### config.mk
export PLATFORM = sky130hd
export DESIGN_NAME = tm1638_display
export DESIGN_NICKNAME = d
export VERILOG_FILES = /design/src/rtl/tm1638_display_pkg.sv /design/src/rtl/seg7_decode.sv /design/src/rtl/tm1638_display.sv
export SDC_FILE = /design/constraint.sdc
export NUM_CORES = 1
export LEC_CHECK = 0
export CELL_PAD_IN_SITES_DETAIL_PLACEMENT = 0
export CELL_PAD_IN_SITES_GLOBAL_PLACEMENT = 1
export CORE_MARGIN = 4
export CORE_UTILIZATION = 36
export DETAILED_ROUTE_END_ITERATION = 6
export GPL_TIMING_DRIVEN = 0
export PLACE_DENSITY_LB_ADDON = 0.1
export SYNTH_ARGS = -nofsm -noshare
export SYNTH_HDL_FRONTEND = slang
export SYNTH_SLANG_ARGS = --single-unit
export TNS_END_PERCENT = 50
### constraint.sdc
create_clock -name clk -period 9.64 [get_ports clk]
set_input_delay 2.41 -clock clk [delete_from_list [all_inputs] [get_ports clk]]
set_output_delay 2.41 -clock clk [all_outputs]
set_load 0.01 [all_outputs]
### src/rtl/tm1638_display_pkg.sv
// Shared types and command constants for the TM1638 display writer.
package tm1638_display_pkg;

    typedef enum logic [2:0] {
        S_IDLE,
        S_SETUP,
        S_BIT_LO,
        S_BIT_HI,
        S_GAP,
        S_DONE
    } state_t;

    localparam logic [7:0] CMD_DATA_WRITE = 8'h40;
    localparam logic [7:0] CMD_ADDR0      = 8'hC0;
    localparam logic [7:0] CMD_CTRL       = 8'h80;

    localparam logic [1:0] TXN_DATA = 2'd0;
    localparam logic [1:0] TXN_RAM  = 2'd1;
    localparam logic [1:0] TXN_CTRL = 2'd2;

    localparam logic [4:0] RAM_LAST_BYTE = 5'd16;

    // Index of the final byte in a transaction: the RAM write carries the
    // address command plus sixteen data bytes, the others a single command.
    function automatic logic [4:0] lastByteOf(input logic [1:0] txn);
        return (txn == TXN_RAM) ? RAM_LAST_BYTE : 5'd0;
    endfunction

endpackage

### src/rtl/seg7_decode.sv
// BCD to common-cathode 7-segment decoder, bit order gfedcba, codes 10-15 blank.
module seg7_decode (
    input  logic [3:0] i_bcd,
    output logic [6:0] o_seg
);

    // Pure lookup; anything outside 0-9 shows as a blank digit.
    always_comb begin
        o_seg = 7'h00;
        case (i_bcd)
            4'd0: o_seg = 7'h3F;
            4'd1: o_seg = 7'h06;
            4'd2: o_seg = 7'h5B;
            4'd3: o_seg = 7'h4F;
            4'd4: o_seg = 7'h66;
            4'd5: o_seg = 7'h6D;
            4'd6: o_seg = 7'h7D;
            4'd7: o_seg = 7'h07;
            4'd8: o_seg = 7'h7F;
            4'd9: o_seg = 7'h6F;
            default: o_seg = 7'h00;
        endcase
    end

endmodule

### src/rtl/tm1638_display.sv
// Periodic TM1638 frame writer: snapshots digits/dots/LEDs and shifts the
// data command, the full display RAM and the control command out LSB first.
module tm1638_display
    import tm1638_display_pkg::*;
#(
    parameter int DIV = 25
) (
    input  logic        clk,
    input  logic        rs,
    input  logic        en,
    input  logic [31:0] digits,
    input  logic [7:0]  dots,
    input  logic [7:0]  leds,
    input  logic [2:0]  brightness,
    input  logic        disp_on,
    output logic        tm_stb,
    output logic        tm_clk,
    output logic        tm_dio,
    output logic        busy,
    output logic        frame_done
);

    localparam int DIVW = $clog2(2 * DIV);
    localparam logic [DIVW-1:0] BIT_LAST = DIVW'(DIV - 1);
    localparam logic [DIVW-1:0] GAP_LAST = DIVW'(2 * DIV - 1);

    state_t          r_state;
    state_t          w_next;
    logic [DIVW-1:0] r_div;
    logic [2:0]      r_bit,  w_nextBit;
    logic [4:0]      r_byte, w_nextByte;
    logic [1:0]      r_txn,  w_nextTxn;
    logic            w_last;
    logic            w_snap;

    logic [31:0]     r_digits;
    logic [7:0]      r_dots;
    logic [7:0]      r_leds;
    logic [2:0]      r_bright;
    logic            r_dispOn;

    logic [3:0]      w_addr;
    logic [3:0]      w_digit;
    logic [6:0]      w_seg;
    logic [7:0]      w_byteVal;

    logic            r_stb, r_clk, r_dio, r_busy, r_frameDone;

    // Phase-end detect: the gap is twice as long as every other timed phase.
    always_comb begin
        w_last = (r_state == S_GAP) ? (r_div == GAP_LAST) : (r_div == BIT_LAST);
    end

    // Next state and next bit/byte/transaction position.
    always_comb begin
        w_next     = r_state;
        w_nextBit  = r_bit;
        w_nextByte = r_byte;
        w_nextTxn  = r_txn;
        w_snap     = 1'b0;
        case (r_state)
            S_IDLE: begin
                if (en) begin
                    w_next     = S_SETUP;
                    w_nextTxn  = TXN_DATA;
                    w_nextByte = 5'd0;
                    w_nextBit  = 3'd0;
                    w_snap     = 1'b1;
                end
            end
            S_SETUP: begin
                if (w_last) begin
                    w_next     = S_BIT_LO;
                    w_nextByte = 5'd0;
                    w_nextBit  = 3'd0;
                end
            end
            S_BIT_LO: begin
                if (w_last) begin
                    w_next = S_BIT_HI;
                end
            end
            S_BIT_HI: begin
                if (w_last) begin
                    if (r_bit != 3'd7) begin
                        w_next    = S_BIT_LO;
                        w_nextBit = 3'(r_bit + 3'd1);
                    end else if (r_byte != lastByteOf(r_txn)) begin
                        w_next     = S_BIT_LO;
                        w_nextBit  = 3'd0;
                        w_nextByte = 5'(r_byte + 5'd1);
                    end else begin
                        w_next = S_GAP;
                    end
                end
            end
            S_GAP: begin
                if (w_last) begin
                    if (r_txn == TXN_CTRL) begin
                        w_next = S_DONE;
                    end else begin
                        w_next    = S_SETUP;
                        w_nextTxn = 2'(r_txn + 2'd1);
                    end
                end
            end
            S_DONE: begin
                w_next = S_IDLE;
            end
            default: begin
                w_next = S_IDLE;
            end
        endcase
    end

    // RAM byte k (k >= 1) maps to address k-1; even addresses hold a digit, odd an LED.
    assign w_addr  = 4'(w_nextByte - 5'd1);
    assign w_digit = r_digits[{w_addr[3:1], 2'b00} +: 4];

    seg7_decode u_seg7 (
        .i_bcd (w_digit),
        .o_seg (w_seg)
    );

    // Value of the byte that the next bit position belongs to.
    always_comb begin
        w_byteVal = CMD_CTRL | {4'b0000, r_dispOn, r_bright};
        case (w_nextTxn)
            TXN_DATA: w_byteVal = CMD_DATA_WRITE;
            TXN_RAM: begin
                if (w_nextByte == 5'd0) begin
                    w_byteVal = CMD_ADDR0;
                end else if (w_addr[0]) begin
                    w_byteVal = {7'b0000000, r_leds[w_addr[3:1]]};
                end else begin
                    w_byteVal = {r_dots[w_addr[3:1]], w_seg};
                end
            end
            default: w_byteVal = CMD_CTRL | {4'b0000, r_dispOn, r_bright};
        endcase
    end

    // State, phase timer and position counters.
    always_ff @(posedge clk) begin
        if (rs) begin
            r_state <= S_IDLE;
            r_div   <= '0;
            r_bit   <= '0;
            r_byte  <= '0;
            r_txn   <= '0;
        end else begin
            r_state <= w_next;
            r_div   <= (w_next != r_state || r_state == S_IDLE) ? '0 : DIVW'(r_div + 1'b1);
            r_bit   <= w_nextBit;
            r_byte  <= w_nextByte;
            r_txn   <= w_nextTxn;
        end
    end

    // Input snapshot taken as a frame starts so mid-frame changes are ignored.
    always_ff @(posedge clk) begin
        if (rs) begin
            r_digits <= '0;
            r_dots   <= '0;
            r_leds   <= '0;
            r_bright <= '0;
            r_dispOn <= 1'b0;
        end else if (w_snap) begin
            r_digits <= digits;
            r_dots   <= dots;
            r_leds   <= leds;
            r_bright <= brightness;
            r_dispOn <= disp_on;
        end
    end

    // Registered pin outputs derived from the state being entered.
    always_ff @(posedge clk) begin
        if (rs) begin
            r_stb       <= 1'b1;
            r_clk       <= 1'b1;
            r_dio       <= 1'b1;
            r_busy      <= 1'b0;
            r_frameDone <= 1'b0;
        end else begin
            r_stb       <= !(w_next inside {S_SETUP, S_BIT_LO, S_BIT_HI});
            r_clk       <= (w_next != S_BIT_LO);
            r_busy      <= (w_next inside {S_SETUP, S_BIT_LO, S_BIT_HI, S_GAP});
            r_frameDone <= (w_next == S_DONE);
            if (w_next == S_BIT_LO && r_state != S_BIT_LO) begin
                r_dio <= w_byteVal[w_nextBit];
            end
        end
    end

    assign tm_stb     = r_stb;
    assign tm_clk     = r_clk;
    assign tm_dio     = r_dio;
    assign busy       = r_busy;
    assign frame_done = r_frameDone;

endmodule

==> insert_results.sql <==
INSERT INTO impl_metrics (metric_group, metric, value, unit) VALUES
('setup_path', 'worst_setup_path_startpoint', 'en', ''),
('setup_path', 'cell_family_with_the_largest_share_of_critical_path_delay', 'buffers and inverters', ''),
('setup_path', 'critical_path.endpoint_type', 'flip-flop', ''),
('floorplan', 'die_span_in_x', '118', 'um'),
('sta', 'period_needed', '8.01', 'ns'),
('final_layout', 'fraction_of_final_layout_cells_with_drive_strength_greater_than_1', '8.52', '%'),
('synthesis', 'post_synth_most_frequent_cells', '133 x sky130_fd_sc_hd__nand2_1, 76 x sky130_fd_sc_hd__dfxtp_1, 63 x sky130_fd_sc_hd__a21oi_1, 32 x sky130_fd_sc_hd__nor2_1, 24 x sky130_fd_sc_hd__clkbuf_1', ''),
('sta', 'setup_tns', '0', 'ns'),
('drt', 'drt-total-wl', '11700', 'um'),
('grt', 'overflow', '0', ''),
('setup_path', 'timing.critical_path.cells', 'clkdlybuf4s50_1 > nor3b_4 > a21oi_2 > a21oi_1 > ha_1 > clkbuf_1 > buf_1 > clkbuf_1 > mux4_2 > mux2i_1 > ha_1 > or3_1 > a31o_2 > a221oi_2 > o211ai_1', ''),
('clocking', 'clock_sink_count', '76', ''),
('place', 'routabilityCongestion', '0.814', ''),
('setup_path', 'crit_path_end', 'tm_dio', ''),
('clocking', 'tritoncts', 'done', ''),
('grt', 'grt_first_pass_wirelength', '19500', 'um'),
('floorplan', 'placement_rows', '40', ''),
('drt', 'detailedRoute.firstIterationViolations', '197', ''),
('power_and_ir_drop', 'power.density', '137', 'nW/um^2'),
('setup_path', 'reg2reg_path_depth', '16', ''),
('place', 'placed_cells', '753', ''),
('power_and_ir_drop', 'clock_power_share', '42.3', '%'),
('sta', 'worst_slew_margin_rel', '42.1', '%'),
('final_layout', 'antenna_cells', '0', ''),
('setup_path', 'arr_time_crit_path', '8.23', 'ns'),
('clocking', 'post-cts-setup-buffer-count', '0', ''),
('floorplan', 'placeableCoreArea', '12000', 'um^2'),
('synthesis', 'synth_fa_ha_area_share', '4.00', '%'),
('sta', 'tightestPinTransition', '0.844', 'ns'),
('synthesis', 'synthesis_warning_total', '0', ''),
('drt', 'drt-vias-per-instance', '5.21', ''),
('synthesis', 'synth_most_common_cell', 'sky130_fd_sc_hd__nand2_1', ''),
('sta', 'final.period_utilization', '83.1', '%'),
('synthesis', 'syn_inst', '547', ''),
('synthesis', 'synth_xor_area_share', '2.60', '%'),
('sta', 'final-max-slew-violation-count', '0', ''),
('clocking', 'cts-root-buf', 'sky130_fd_sc_hd__clkbuf_16', ''),
('setup_path', 'worstPathRequired', '9.85', 'ns'),
('grt', 'grt_pass1_vias', '3949', ''),
('setup_path', 'standard_cell_with_the_maximum_stage_delay_on_the_critical_path', 'sky130_fd_sc_hd__nor3b_4', ''),
('min_path', 'min_path_type', 'reg -> reg', ''),
('final_layout', 'area_growth_syn_to_layout', '24.1', '%'),
('synthesis', 'post_synth_instance_area', '4380', 'um^2'),
('synthesis', 'synth_area_leader_cell', 'sky130_fd_sc_hd__dfxtp_1', ''),
('power_and_ir_drop', 'p_leak', '0.00195', 'uW'),
('drt', 'wl_per_cell', '15.2', 'um'),
('run', 'max_cap_violations', '0', ''),
('setup_path', 'worst-path-stages', '15', ''),
('synthesis', 'ys_ff_latch', '76', ''),
('synthesis', 'synth_simple_gate_area_share', '26.0', '%'),
('final_layout', 'fill_cell_total_of_the_finished_layout', '1237', ''),
('clocking', 'clk_path_buf_depth', '2', ''),
('grt', 'pin_count_of_the_biggest_net_entering_global_routing', '14', ''),
('power_and_ir_drop', 'internal_power', '555', 'uW'),
('synthesis', 'netlist.area_leader.share', '34.7', '%'),
('drt', 'drc_errors', '0', ''),
('floorplan', 'io_pins', '60', ''),
('setup_path', 'crit-reg2reg-launch', 'r_state[0]', ''),
('setup_path', 'critical_path.startpoint_type', 'input port', ''),
('grt', 'grtUsageTotal', '17.4', '%'),
('power_and_ir_drop', 'power.combinational.fraction', '12.0', '%'),
('run_status', 'run_status', 'finished, final reports clean', ''),
('drt', 'detailedRoute.firstPassIterationCount', '4', ''),
('sta', 'timing.final.setup_violations', '0', ''),
('sta', 'fmax', '125', 'MHz'),
('clocking', 'cts_max_level', '3', ''),
('synthesis', 'synth_top_family_by_area', 'simple AND/OR/NAND/NOR gates', ''),
('sta', 'rsz0062_at_grt', 'no', ''),
('synthesis', 'post_synth_main_area_contributors', 'sky130_fd_sc_hd__dfxtp_1 35%, sky130_fd_sc_hd__nand2_1 11%, sky130_fd_sc_hd__a21oi_1 7.2%, sky130_fd_sc_hd__mux2i_1 4.3%, sky130_fd_sc_hd__ha_1 4.0%', ''),
('synthesis', 'seq_area_frac_synth', '34.7', '%'),
('synthesis', 'yosys.cell_types.count', '73', '');
## metal layers
| layer | up-vias | wire length, um | GRT usage (%) | part of all wire (%) |
|---|---|---|---|---|
| met4 | 0 | 139 | 5.05 | 1.2 |
| met1 | 1872 | 5580 | 22.0 | 48 |
| li1 | 2065 | - | - | - |
| met2 | 63 | 5550 | 29.0 | 48 |
| met3 | 9 | 408 | 4.74 | 3.5 |
| met5 | - | 0 | 0 | 0 |
## flip-flops by register name, indices dropped and copies added (netlist names), 2 cells and up
signal    cells
r_bit         3
r_bright      3
r_byte        5
r_digits     32
r_div         6
r_dots        8
r_leds        8
r_state       3
r_txn         2
## power by group through the flow
| stage | clock network (uW) | registers, uW | logic, uW |
|---|---|---|---|
| after floorplan | 0 | 343 | 51.6 |
| after global placement | 0 | 346 | 89.3 |
| after detailed placement | 0 | 346 | 90.4 |
| after CTS | 327 | 339 | 90.6 |
| after global routing | 341 | 341 | 101 |
| final | 315 | 339 | 89.4 |
## logic make-up (layout without fill, tap and decap cells)
family | count (synthesis) | in the layout
muxes | 28 | 28
xor gates and xnor gates | 10 | 10
and+or+nand+nor | 240 | 240
buffers and inverters | 49 | 124
AOI/OAI and AO/OA | 130 | 130
DFF | 76 | 76
adders and majority gates | 14 | 14
## worst register-to-register path: stages, from the launching register on
cell                       delay [ns]
sky130_fd_sc_hd__dfxtp_1         0.31
sky130_fd_sc_hd__buf_2           0.18
sky130_fd_sc_hd__or2_1           0.30
sky130_fd_sc_hd__nor3b_4         0.61
sky130_fd_sc_hd__a21oi_2         0.21
sky130_fd_sc_hd__a21oi_1         0.60
sky130_fd_sc_hd__ha_1            0.30
sky130_fd_sc_hd__clkbuf_1        0.35
sky130_fd_sc_hd__buf_1           0.54
sky130_fd_sc_hd__clkbuf_1        0.58
sky130_fd_sc_hd__mux4_2          0.44
sky130_fd_sc_hd__mux2i_1         0.36
sky130_fd_sc_hd__ha_1            0.33
sky130_fd_sc_hd__or3_1           0.37
sky130_fd_sc_hd__a31o_2          0.25
sky130_fd_sc_hd__a221oi_2        0.24
sky130_fd_sc_hd__o211ai_1        0.10
## stage by stage
| step | power, uW | cell area [um^2] |
|---|---|---|
| 5_1_grt | 782 | 5430 |
| 3_3_place_gp | 435 | 5150 |
| 6_report | 743 | 5430 |
| 4_1_cts | 757 | 5430 |
| 2_1_floorplan | 394 | 4380 |
| 3_5_place_dp | 437 | 5150 |
## final cells by class
class,instances,area [um^2],share of cell area (%)
Buffer,34,168,3.09
Tap cell,147,184,3.38
Timing Repair Buffer,59,591,10.9
Clock inverter,5,36.3,0.668
Multi-Input combinational cell,422,2640,48.5
Sequential cell,76,1520,28.0
Clock buffer,11,243,4.47
Inverter,15,56.3,1.04
## how the worst min path moves through the flow
| stage | start | to |
|---|---|---|
| floorplan | r_digits[0] | r_digits[0] |
| global placement | r_digits[4] | r_digits[4] |
| detailed placement | r_dots[5] | r_dots[5] |
| CTS | r_dots[5] | r_dots[5] |
| global route | r_digits[7] | r_digits[7] |
| finish | r_dots[5] | r_dots[5] |
## placed cells by master (no fill, tap or decap), types with 4 or more instances in the layout
| cell | Yosys | layout |
|---|---|---|
| sky130_fd_sc_hd__nor2_1 | 32 | 32 |
| sky130_fd_sc_hd__o21ai_0 | 17 | 17 |
| sky130_fd_sc_hd__nand3_1 | 9 | 9 |
| sky130_fd_sc_hd__mux4_2 | 5 | 5 |
| sky130_fd_sc_hd__clkbuf_1 | 24 | 25 |
| sky130_fd_sc_hd__clkdlybuf4s50_1 | 0 | 59 |
| sky130_fd_sc_hd__nor3b_1 | 6 | 6 |
| sky130_fd_sc_hd__and3_1 | 4 | 4 |
| sky130_fd_sc_hd__nor4_1 | 4 | 4 |
| sky130_fd_sc_hd__dfxtp_1 | 76 | 76 |
| sky130_fd_sc_hd__nand2_1 | 133 | 133 |
| sky130_fd_sc_hd__or3_1 | 9 | 9 |
| sky130_fd_sc_hd__o211ai_1 | 7 | 7 |
| sky130_fd_sc_hd__xnor2_1 | 5 | 5 |
| sky130_fd_sc_hd__nor3_1 | 9 | 9 |
| sky130_fd_sc_hd__clkbuf_16 | 0 | 9 |
| sky130_fd_sc_hd__ha_1 | 14 | 14 |
| sky130_fd_sc_hd__inv_1 | 15 | 15 |
| sky130_fd_sc_hd__and2_1 | 5 | 5 |
| sky130_fd_sc_hd__a21oi_1 | 63 | 63 |
| sky130_fd_sc_hd__buf_2 | 5 | 5 |
| sky130_fd_sc_hd__mux2i_1 | 19 | 19 |
Power figures use the tool's default switching activity.
